## src/rtl/alu_pkg.sv

```systemverilog
// +----------------------------------------------------------------------------
// | alu_pkg : op encoding, FSM state type and default sizes for alu_unit
// | Rev 1.0
// +----------------------------------------------------------------------------
`default_nettype none

package alu_pkg;

  localparam int ALU_WIDTH = 24;
  localparam int ALU_CNT_W = 5;

  localparam logic [2:0] OP_PASSB = 3'b000;
  localparam logic [2:0] OP_ADD   = 3'b001;
  localparam logic [2:0] OP_SUB   = 3'b010;
  localparam logic [2:0] OP_INC   = 3'b011;
  localparam logic [2:0] OP_MUL   = 3'b100;
  localparam logic [2:0] OP_AND   = 3'b101;
  localparam logic [2:0] OP_OR    = 3'b110;
  localparam logic [2:0] OP_RSVD  = 3'b111;

  typedef enum logic [0:0] {
    ST_IDLE = 1'b0,
    ST_MUL  = 1'b1
  } state_t;

endpackage

`default_nettype wire

```

## src/rtl/alu_mul_seq.sv

```systemverilog
// +----------------------------------------------------------------------------
// | alu_mul_seq : WIDTH-iteration shift-add multiplier, low WIDTH bits kept
// | Rev 1.0
// +----------------------------------------------------------------------------
`default_nettype none

module alu_mul_seq #(
  parameter int WIDTH = 24,
  parameter int CNT_W = 5
) (
  input  logic             clk,
  input  logic             reset,
  input  logic             start,
  input  logic [WIDTH-1:0] a_in,
  input  logic [WIDTH-1:0] b_in,
  output logic             done,
  output logic [WIDTH-1:0] product
);

  localparam logic [CNT_W-1:0] LAST_ITER = CNT_W'(WIDTH - 1);

  logic [WIDTH-1:0] a_q, a_d;
  logic [WIDTH-1:0] b_q, b_d;
  logic [WIDTH-1:0] acc_q, acc_d;
  logic [WIDTH-1:0] acc_next;
  logic [CNT_W-1:0] cnt_q, cnt_d;
  logic             run_q, run_d;

  always_comb begin
    acc_next = acc_q + (b_q[0] ? a_q : '0);
    a_d      = a_q;
    b_d      = b_q;
    acc_d    = acc_q;
    cnt_d    = cnt_q;
    run_d    = run_q;
    done     = 1'b0;
    if (run_q) begin
      acc_d = acc_next;
      a_d   = a_q << 1;
      b_d   = b_q >> 1;
      cnt_d = cnt_q + CNT_W'(1);
      if (cnt_q == LAST_ITER) begin
        done  = 1'b1;
        run_d = 1'b0;
        cnt_d = '0;
      end
    end else if (start) begin
      a_d   = a_in;
      b_d   = b_in;
      acc_d = '0;
      cnt_d = '0;
      run_d = 1'b1;
    end
  end

  // Product already includes the final iteration so the caller can register it on done.
  assign product = acc_next;

  always_ff @(posedge clk) begin
    if (reset) begin
      a_q   <= '0;
      b_q   <= '0;
      acc_q <= '0;
      cnt_q <= '0;
      run_q <= 1'b0;
    end else begin
      a_q   <= a_d;
      b_q   <= b_d;
      acc_q <= acc_d;
      cnt_q <= cnt_d;
      run_q <= run_d;
    end
  end

endmodule

`default_nettype wire

```

## src/rtl/alu_unit.sv

```systemverilog
// +----------------------------------------------------------------------------
// | alu_unit : AC-side ALU with single-cycle ops, sequential MUL and flags.
// | Optional carry/borrow flag output when ALU_CARRY_FLAG_EN is defined.
// | Rev 1.0
// +----------------------------------------------------------------------------
`default_nettype none

module alu_unit
  import alu_pkg::*;
#(
  parameter int WIDTH = ALU_WIDTH,
  parameter int CNT_W = ALU_CNT_W
) (
  input  logic             clk,
  input  logic             reset,
  input  logic             start,
  input  logic [2:0]       op,
  input  logic [WIDTH-1:0] ac_in,
  input  logic [WIDTH-1:0] bus_in,
  output logic [WIDTH-1:0] result,
  output logic             done,
  output logic             busy,
  output logic             z_flag
`ifdef ALU_CARRY_FLAG_EN
  ,
  output logic             c_flag
`endif
);

  state_t           state_q, state_d;
  logic [WIDTH-1:0] result_q, result_d;
  logic             done_q, done_d;
  logic             z_q, z_d;
  logic [WIDTH-1:0] alu_res;
  logic             mul_start;
  logic             mul_done;
  logic [WIDTH-1:0] mul_product;

  assign mul_start = start && (state_q == ST_IDLE) && (op == OP_MUL);

  alu_mul_seq #(
    .WIDTH (WIDTH),
    .CNT_W (CNT_W)
  ) u_mul (
    .clk     (clk),
    .reset   (reset),
    .start   (mul_start),
    .a_in    (ac_in),
    .b_in    (bus_in),
    .done    (mul_done),
    .product (mul_product)
  );

  always_comb begin
    alu_res = ac_in;
    case (op)
      OP_PASSB: alu_res = bus_in;
      OP_ADD:   alu_res = ac_in + bus_in;
      OP_SUB:   alu_res = ac_in - bus_in;
      OP_INC:   alu_res = ac_in + WIDTH'(1);
      OP_AND:   alu_res = ac_in & bus_in;
      OP_OR:    alu_res = ac_in | bus_in;
      default:  alu_res = ac_in;
    endcase
  end

`ifdef ALU_CARRY_FLAG_EN
  logic c_q, c_d;
  logic alu_carry;

  // A wrapped sum is smaller than either addend, which gives ADD carry without a wide adder.
  always_comb begin
    alu_carry = 1'b0;
    case (op)
      OP_ADD:  alu_carry = (alu_res < ac_in);
      OP_SUB:  alu_carry = (ac_in < bus_in);
      OP_INC:  alu_carry = &ac_in;
      default: alu_carry = 1'b0;
    endcase
  end
`endif

  always_comb begin
    state_d  = state_q;
    result_d = result_q;
    z_d      = z_q;
    done_d   = 1'b0;
`ifdef ALU_CARRY_FLAG_EN
    c_d      = c_q;
`endif
    case (state_q)
      ST_IDLE: begin
        if (start) begin
          if (op == OP_MUL) begin
            state_d = ST_MUL;
          end else begin
            result_d = alu_res;
            z_d      = (alu_res == '0);
            done_d   = 1'b1;
`ifdef ALU_CARRY_FLAG_EN
            c_d      = alu_carry;
`endif
          end
        end
      end
      ST_MUL: begin
        if (mul_done) begin
          state_d  = ST_IDLE;
          result_d = mul_product;
          z_d      = (mul_product == '0);
          done_d   = 1'b1;
`ifdef ALU_CARRY_FLAG_EN
          c_d      = 1'b0;
`endif
        end
      end
      default: state_d = ST_IDLE;
    endcase
  end

  always_ff @(posedge clk) begin
    if (reset) begin
      state_q  <= ST_IDLE;
      result_q <= '0;
      done_q   <= 1'b0;
      z_q      <= 1'b0;
`ifdef ALU_CARRY_FLAG_EN
      c_q      <= 1'b0;
`endif
    end else begin
      state_q  <= state_d;
      result_q <= result_d;
      done_q   <= done_d;
      z_q      <= z_d;
`ifdef ALU_CARRY_FLAG_EN
      c_q      <= c_d;
`endif
    end
  end

  assign result = result_q;
  assign done   = done_q;
  assign busy   = (state_q == ST_MUL);
  assign z_flag = z_q;
`ifdef ALU_CARRY_FLAG_EN
  assign c_flag = c_q;
`endif

endmodule

`default_nettype wire
```

## config.mk

```make
export PLATFORM = sky130hd
export DESIGN_NAME = alu_unit
export DESIGN_NICKNAME = d
export VERILOG_FILES = /design/src/rtl/alu_pkg.sv /design/src/rtl/alu_mul_seq.sv /design/src/rtl/alu_unit.sv
export SDC_FILE = /design/constraint.sdc
export NUM_CORES = 1
export LEC_CHECK = 0
export BUFFER_PORTS_ARGS = -buffer_cell sky130_fd_sc_hd__clkbuf_2
export CAP_MARGIN = 30
export CORE_MARGIN = 8
export CORE_UTILIZATION = 25
export CTS_CLUSTER_DIAMETER = 100
export DETAILED_ROUTE_END_ITERATION = 8
export SYNTH_ARGS = -nofsm -noshare
export SYNTH_HDL_FRONTEND = slang
export SYNTH_SLANG_ARGS = --single-unit
```

## constraint.sdc

```tcl
create_clock -name clk -period 5.63 [get_ports clk]
set_input_delay 0.8445 -clock clk [delete_from_list [all_inputs] [get_ports clk]]
set_output_delay 0.8445 -clock clk [all_outputs]
set_load 0.03 [all_outputs]
```

* Word-level counts from Yosys, hierarchy flattened
Cells that the tools add are included. W data, S select, Z words.
Word-level totals: register bits after elaboration 105, latch bits 0, RAM bits 0, memory bits (read-only) 0, bits of input ports 54, output and inout port bits 27, logic and storage cells 69, memories kept 0
Cells by class: $add $sub $neg 5, multiply operators 0, divide/modulo/power cells 0, magnitude comparators 0, equality and inequality tests 10, shift operators 0, muxes and demuxes 32, bitwise gates (word level) 3, reductions and logical operators 8
Operator list (count):
- $mux W24 | 8
- $pmux W24 S6 | 1
- $add A24 B24 Y24 | 2
- $logic_not A24 Y1 | 2
- $pmux W24 S2 | 1
- $mux W23 | 2
- $add A24 B1 Y24 const B | 1
- $and A24 B24 Y24 | 1
- $or A24 B24 Y24 | 1
- $sub A24 B24 Y24 | 1
- $mux W5 | 3
- $mux W1 | 14
- $eq A3 B3 Y1 const B | 3
- $eq A3 B2 Y1 const B | 2
- $pmux W1 S2 | 3
- $add A5 B1 Y5 const B | 1
- $eq A5 B5 Y1 const B | 1
- $ne A2 B2 Y1 const B | 2
- $eq A3 B1 Y1 const B | 1
- $logic_not A3 Y1 | 1
- $reduce_and A3 Y1 | 1
- $logic_and A1 B1 Y1 | 2
- $ne A2 B1 Y1 const B | 1
- $reduce_bool A2 Y1 | 1
- other kinds (2) | 2

* Logic depth before layout (Yosys ltp)
depth after elaboration 6, gate-level depth with buffers 22

* Hierarchy
Synthesis repeated with hierarchy kept, for this count alone.
Second synthesis, totals: cells, all modules 1317, area, all modules 9435.3 um^2
By module, submodules not included:
- alu_mul_seq | times used 1, cells each 615, area an instance 4887.2 um^2, sequential area each 1561.5 um^2
- alu_unit | times used 1, cells each 702, area an instance 4548.1 um^2, sequential area each 540.5 um^2

* Worst setup path after synthesis
Ideal clock, no wire load.
path kind in2reg, from input port op[1], to register z_q (netlist: z_flag), arrival 4.771 ns, data required time 5.571 ns, path slack 0.801 ns, cell stages on the path 18, path through clkbuf_1 > nor2b_1 > clkbuf_1 > clkbuf_1 > nand2_1 > or3_1 > a21oi_1 > ha_1 > o211ai_2 > o211ai_2 > a21boi_2 > o22ai_2 > a31oi_1 > xnor2_1 > a221o_1 > or4_1 > nor4_2 > a31o_1
On the way: cells in the longest elaborated chain, start to end 6, elaborated cells on any way between the ends 14, those cells by class eq/ne (7); mux (4); reduce/logical (3)
Ends and longest elaborated chain:
- start, declared | RTL line alu_unit.sv:17 | input logic [2:0] op,
- $eq A3 B3 Y1 (tied with other cells) | RTL line alu_unit.sv:56 | case (op)
- $pmux W24 S6 | RTL line alu_unit.sv:56
- $logic_not A24 Y1 | RTL line alu_unit.sv:98 | z_d = (alu_res == '0);
- $mux W1 | RTL line alu_unit.sv:94 | if (op == OP_MUL) begin
- $mux W1 | RTL line alu_unit.sv:93 | if (start) begin
- $pmux W1 S2 | RTL line alu_unit.sv:91 | case (state_q)
- end signal, assigned | RTL line alu_unit.sv:134 | z_q <= z_d;
- end, declared | RTL line alu_unit.sv:33 | logic z_q, z_d;
Parallel ways exist; a longest one is shown, timed or not. The select of a mux whose other input is x is not followed. A chain may end at the register's enable or synchronous reset.

* Worst setup path after layout
from input port bus_in[1], to register result_q[23] (netlist: result[23])
On the way: cells in the longest elaborated chain, start to end 5, elaborated cells on any way between the ends 6, those cells by class add/sub (2); mux (4)
Ends and longest elaborated chain:
- start, declared | RTL line alu_unit.sv:19 | input logic [WIDTH-1:0] bus_in,
- $sub A24 B24 Y24 or $add A24 B24 Y24 (tied branches) | RTL line alu_unit.sv:59, alu_unit.sv:58
- $pmux W24 S6 * | RTL line alu_unit.sv:56
- $mux W24 * | RTL line alu_unit.sv:94
- $mux W24 * | RTL line alu_unit.sv:93
- $pmux W24 S2 * | RTL line alu_unit.sv:91
- end signal, assigned | RTL line alu_unit.sv:132 | result_q <= result_d;
- end, declared | RTL line alu_unit.sv:31 | logic [WIDTH-1:0] result_q, result_d;
Every way passes the cells marked *; elsewhere a longest branch is shown, timed or not. The select of a mux whose other input is x is not followed.

==> summary.txt <==
Min path
  • Worst Hold Class: flip-flop to flip-flop

Floorplanning
  • I/O pins: 81
  • Die H: 201.0 µm
  • DIE AREA: 0.04039 mm²
  • Initial core utilization: 0.2545
  • Core box area: 0.03362 mm²
  • Chip Width: 201.0 µm
  • Cell Rows: 67

Power and ir drop
  • VDD IR max: 170.2 µV
  • P_leak: 4.300 nW
  • Power per standard cell area: 208.5 mW/mm²

STA
  • Final Hold Vio Count: 0
  • Worst Clk Skew: 0.007950 ns
  • RSZ-0062 raised after global routing: no
  • Crit path time final: 5.006 ns
  • Final setup fails: 0
  • Max Fclk: 199.8 MHz
  • Pin slew with the least headroom to its limit: 0.9085 ns
  • Hold slack: 0.4596 ns
  • Slew Limit Fails: 0
  • Fin crit share: 0.8891
  • Setup_tns: 0 ns
  • Slew margin rel.: 0.3921

Yosys
  • Synth Area in Adders: 0.08074
  • Seq/Total Area, Yosys: 0.2457
  • Simple logic cell fraction of the synthesized area: 0.2421
  • Largest family of logic cells by synthesized area: compound AO/OA/AOI/OAI gates
  • Compound-Gate Fraction of Synth Area: 0.2748
  • Post-synth EDFFs: 0
  • Cell area after synthesis: 0.008554 mm²
  • Cell variety after synth: 81
  • Async SR Flop Fraction: 0
  • Synth Area in XOR/XNOR: 0.04563
  • Mapped Cells: 1,188
  • Syn_nets: 1,296
  • Synth Area per Inst: 7.201 µm²
  • Yosys warns: 0
  • FF+latch count, synth: 105
  • Mux share of post-synthesis cell area: 0.06699
  • Most used DFF post-synth: dfxtp_1

Cells and area
  • Commonest non-fill, non-tap cells in the layout: nor2_1, a21oi_1, dfxtp_1
  • Register area: 0.002106 mm²
  • NumNets Final: 1,335
  • N_diodes: 0
  • Fillers: 3,696
  • Share of cells above drive strength 1: 0.1161
  • Area grow syn2layout: 13.34%
  • Final Core Density: 0.2884
  • Final Cell Area: 0.009696 mm²
  • Commonest non-fill, non-tap cell in the layout: nor2_1
  • Multi-input gate area: 0.006096 mm²

Placement
  • Post-placement cell area: 0.009407 mm²
  • DPL Wire Length: 23,610 µm
  • I/O Buffers: 80
  • Routability Congestion: 0.9688

Setup path
  • Worst setup EP type: flip-flop
  • Critical Path Start Type: input port
  • CP delay by family, top: compound AO/OA/AOI/OAI gates
  • R2r setup slk: 1.33 ns
  • CP arrival: 5.22 ns
  • Buf/Inv on CP: 2
  • Slowest cell delay on critical path: 0.38 ns
  • WP data required: 5.85 ns
  • Slowest cell on the critical path: or3_1
  • CP Cell Sequence: clkbuf_2 -> inv_1 -> ha_1 -> nand2_1 -> nor2_1 -> nand2_1 -> or3_1 -> nor3_1 -> nand2_1 -> a21oi_1 -> a21oi_1 -> ha_1 -> a21oi_1 -> nor2b_1 -> a2111o_1 -> a31oi_1 -> o31a_1 -> xor2_1 -> o31a_2 -> a311oi_1 -> nor3_1
  • CP Class: input port to flip-flop
  • Crit path max fanout: 7

CTS
  • CTS sink cnt: 105
  • Clock latency on the worst-skew pair: 0.36 ns
  • Max H-tree Level: 3
  • Hold-fix buffers, CTS: 0
  • Clk slew on worst S/H paths: 0.08 ns
  • CTS resizes: 0
  • Clock Tree Buf Depth: 2
  • Post-CTS Setup Bufs: 0
  • Total CTS buffers: 9
  • CTS root buffer: clkbuf_16
  • CTS tree: done

Status
  • Result of the run: finished clean

Global route
  • Total track usage: 0.1473
  • GRT overflow: 0
  • Largest net degree at the start of global routing: 80
  • Vias in the first global route: 8,301
  • Global-route wire length before repair: 48,070 µm
  • Initial antenna violation count: 0

Flow run
  • Maxcap violations: 0

Route
  • Via count: 8,840
  • First-pass iteration count of the detailed router: 5
  • # DRC: 0
  • Total Wirelength: 30,660 µm
  • Post-route ant nets: 0
  • 1st-iter DRT viols: 839
  • Vias per cell: 5.262
  • Wire length per cell: 18.25 µm
-- layer usage --
metal  wire length, µm  up-vias  global-route usage
li1                  -     4379                   -
met3              1760       42             0.02501
met5                 0        -                   0
met2             13680      285              0.2340
met4               810        0             0.04862
met1             14400     4134              0.1992
-- where the power goes --
| group | total, W | internal [W] | switching, W |
|---|---|---|---|
| Sequential | 0.000786 | 0.000767 | 0.0000187 |
| Combinational | 0.000587 | 0.000204 | 0.000383 |
| Clock | 0.000649 | 0.000311 | 0.000338 |
| Total | 0.00202 | 0.00128 | 0.000739 |
-- per-stage QoR --
stage	cells	power, W	setup WS [ns]
6_report	1680	0.002021	0.6243
5_1_grt	1680	0.002122	0.4330
4_1_cts	1680	0.002035	0.7540
3_5_place_dp	1664	0.001384	0.3980
3_3_place_gp	1663	0.001382	0.4769
2_1_floorplan	1188	0.001188	0.8005
-- sequential cells by signal, indices dropped and copies added, names as in the netlist --
signal	cells
u_mul.b_q	24
u_mul.run_q	1
u_mul.cnt_q	5
u_mul.acc_q	24
busy	1
result	24
done	1
u_mul.a_q	24
z_flag	1
-- cell type report --
type                       count  share of cell area
clock buffer                   9             0.02323
clock inverter                 7            0.006581
inverter                      17            0.006581
multi-input combinational    993              0.6287
sequential                   105              0.2172
tap                          448             0.05781
timing repair buffer         101             0.05988
-- cell families after synthesis --
family / Yosys count
AO/OA/AOI/OAI: 386
AND/OR/NAND/NOR: 453
adder cells (fa/ha/maj): 54
XOR/XNOR: 43
flip-flops: 105
buffers and inverters: 90
multiplexers: 57
-- final timing paths --
path                                   start         end  depth (start not counted)
worst max-delay path               bus_in[1]  result[23]                         21
worst min-delay path              result[15]  result[15]                          2
worst max register to register  u_mul.b_q[0]      z_flag                         13
worst min register to register    result[15]  result[15]                          2
-- cell usage after synthesis (5+ instances only) --
master	count	area (µm²)
nor4_1	11	68.82
o31ai_1	14	105.1
a21oi_1	163	815.8
o211ai_1	16	120.1
clkbuf_1	54	202.7
nand2b_1	5	31.28
nand3_1	16	80.08
ha_1	52	650.6
nor2b_1	5	31.28
inv_1	17	63.81
a21o_1	12	90.09
buf_1	9	33.78
nand4_1	9	56.30
dfxtp_1	105	2102
nand2_1	84	315.3
a211oi_1	18	135.1
and3_1	22	137.6
or3_1	6	37.54
a31oi_1	13	81.33
mux2i_1	55	550.5
o21ai_0	87	435.4
nor3_1	29	145.1
xor2_1	19	166.4
a21boi_0	5	37.54
a221oi_1	5	43.79
xnor2_1	23	201.4
nor2_1	213	799.5
and2_1	31	193.9
-- worst reg2reg max path: stages (launching register included) --
cell      delay, ns
dfxtp_1        0.55
and2_1         0.27
ha_1           0.22
fa_1           0.45
a211oi_1       0.38
o21ai_0        0.20
xor2_1         0.22
or4b_1         0.55
nor4_1         0.34
nand4_1        0.18
nor4_1         0.31
nand4_1        0.13
o31ai_1        0.29
a31o_1         0.15
Power figures use the tool's default switching activity.
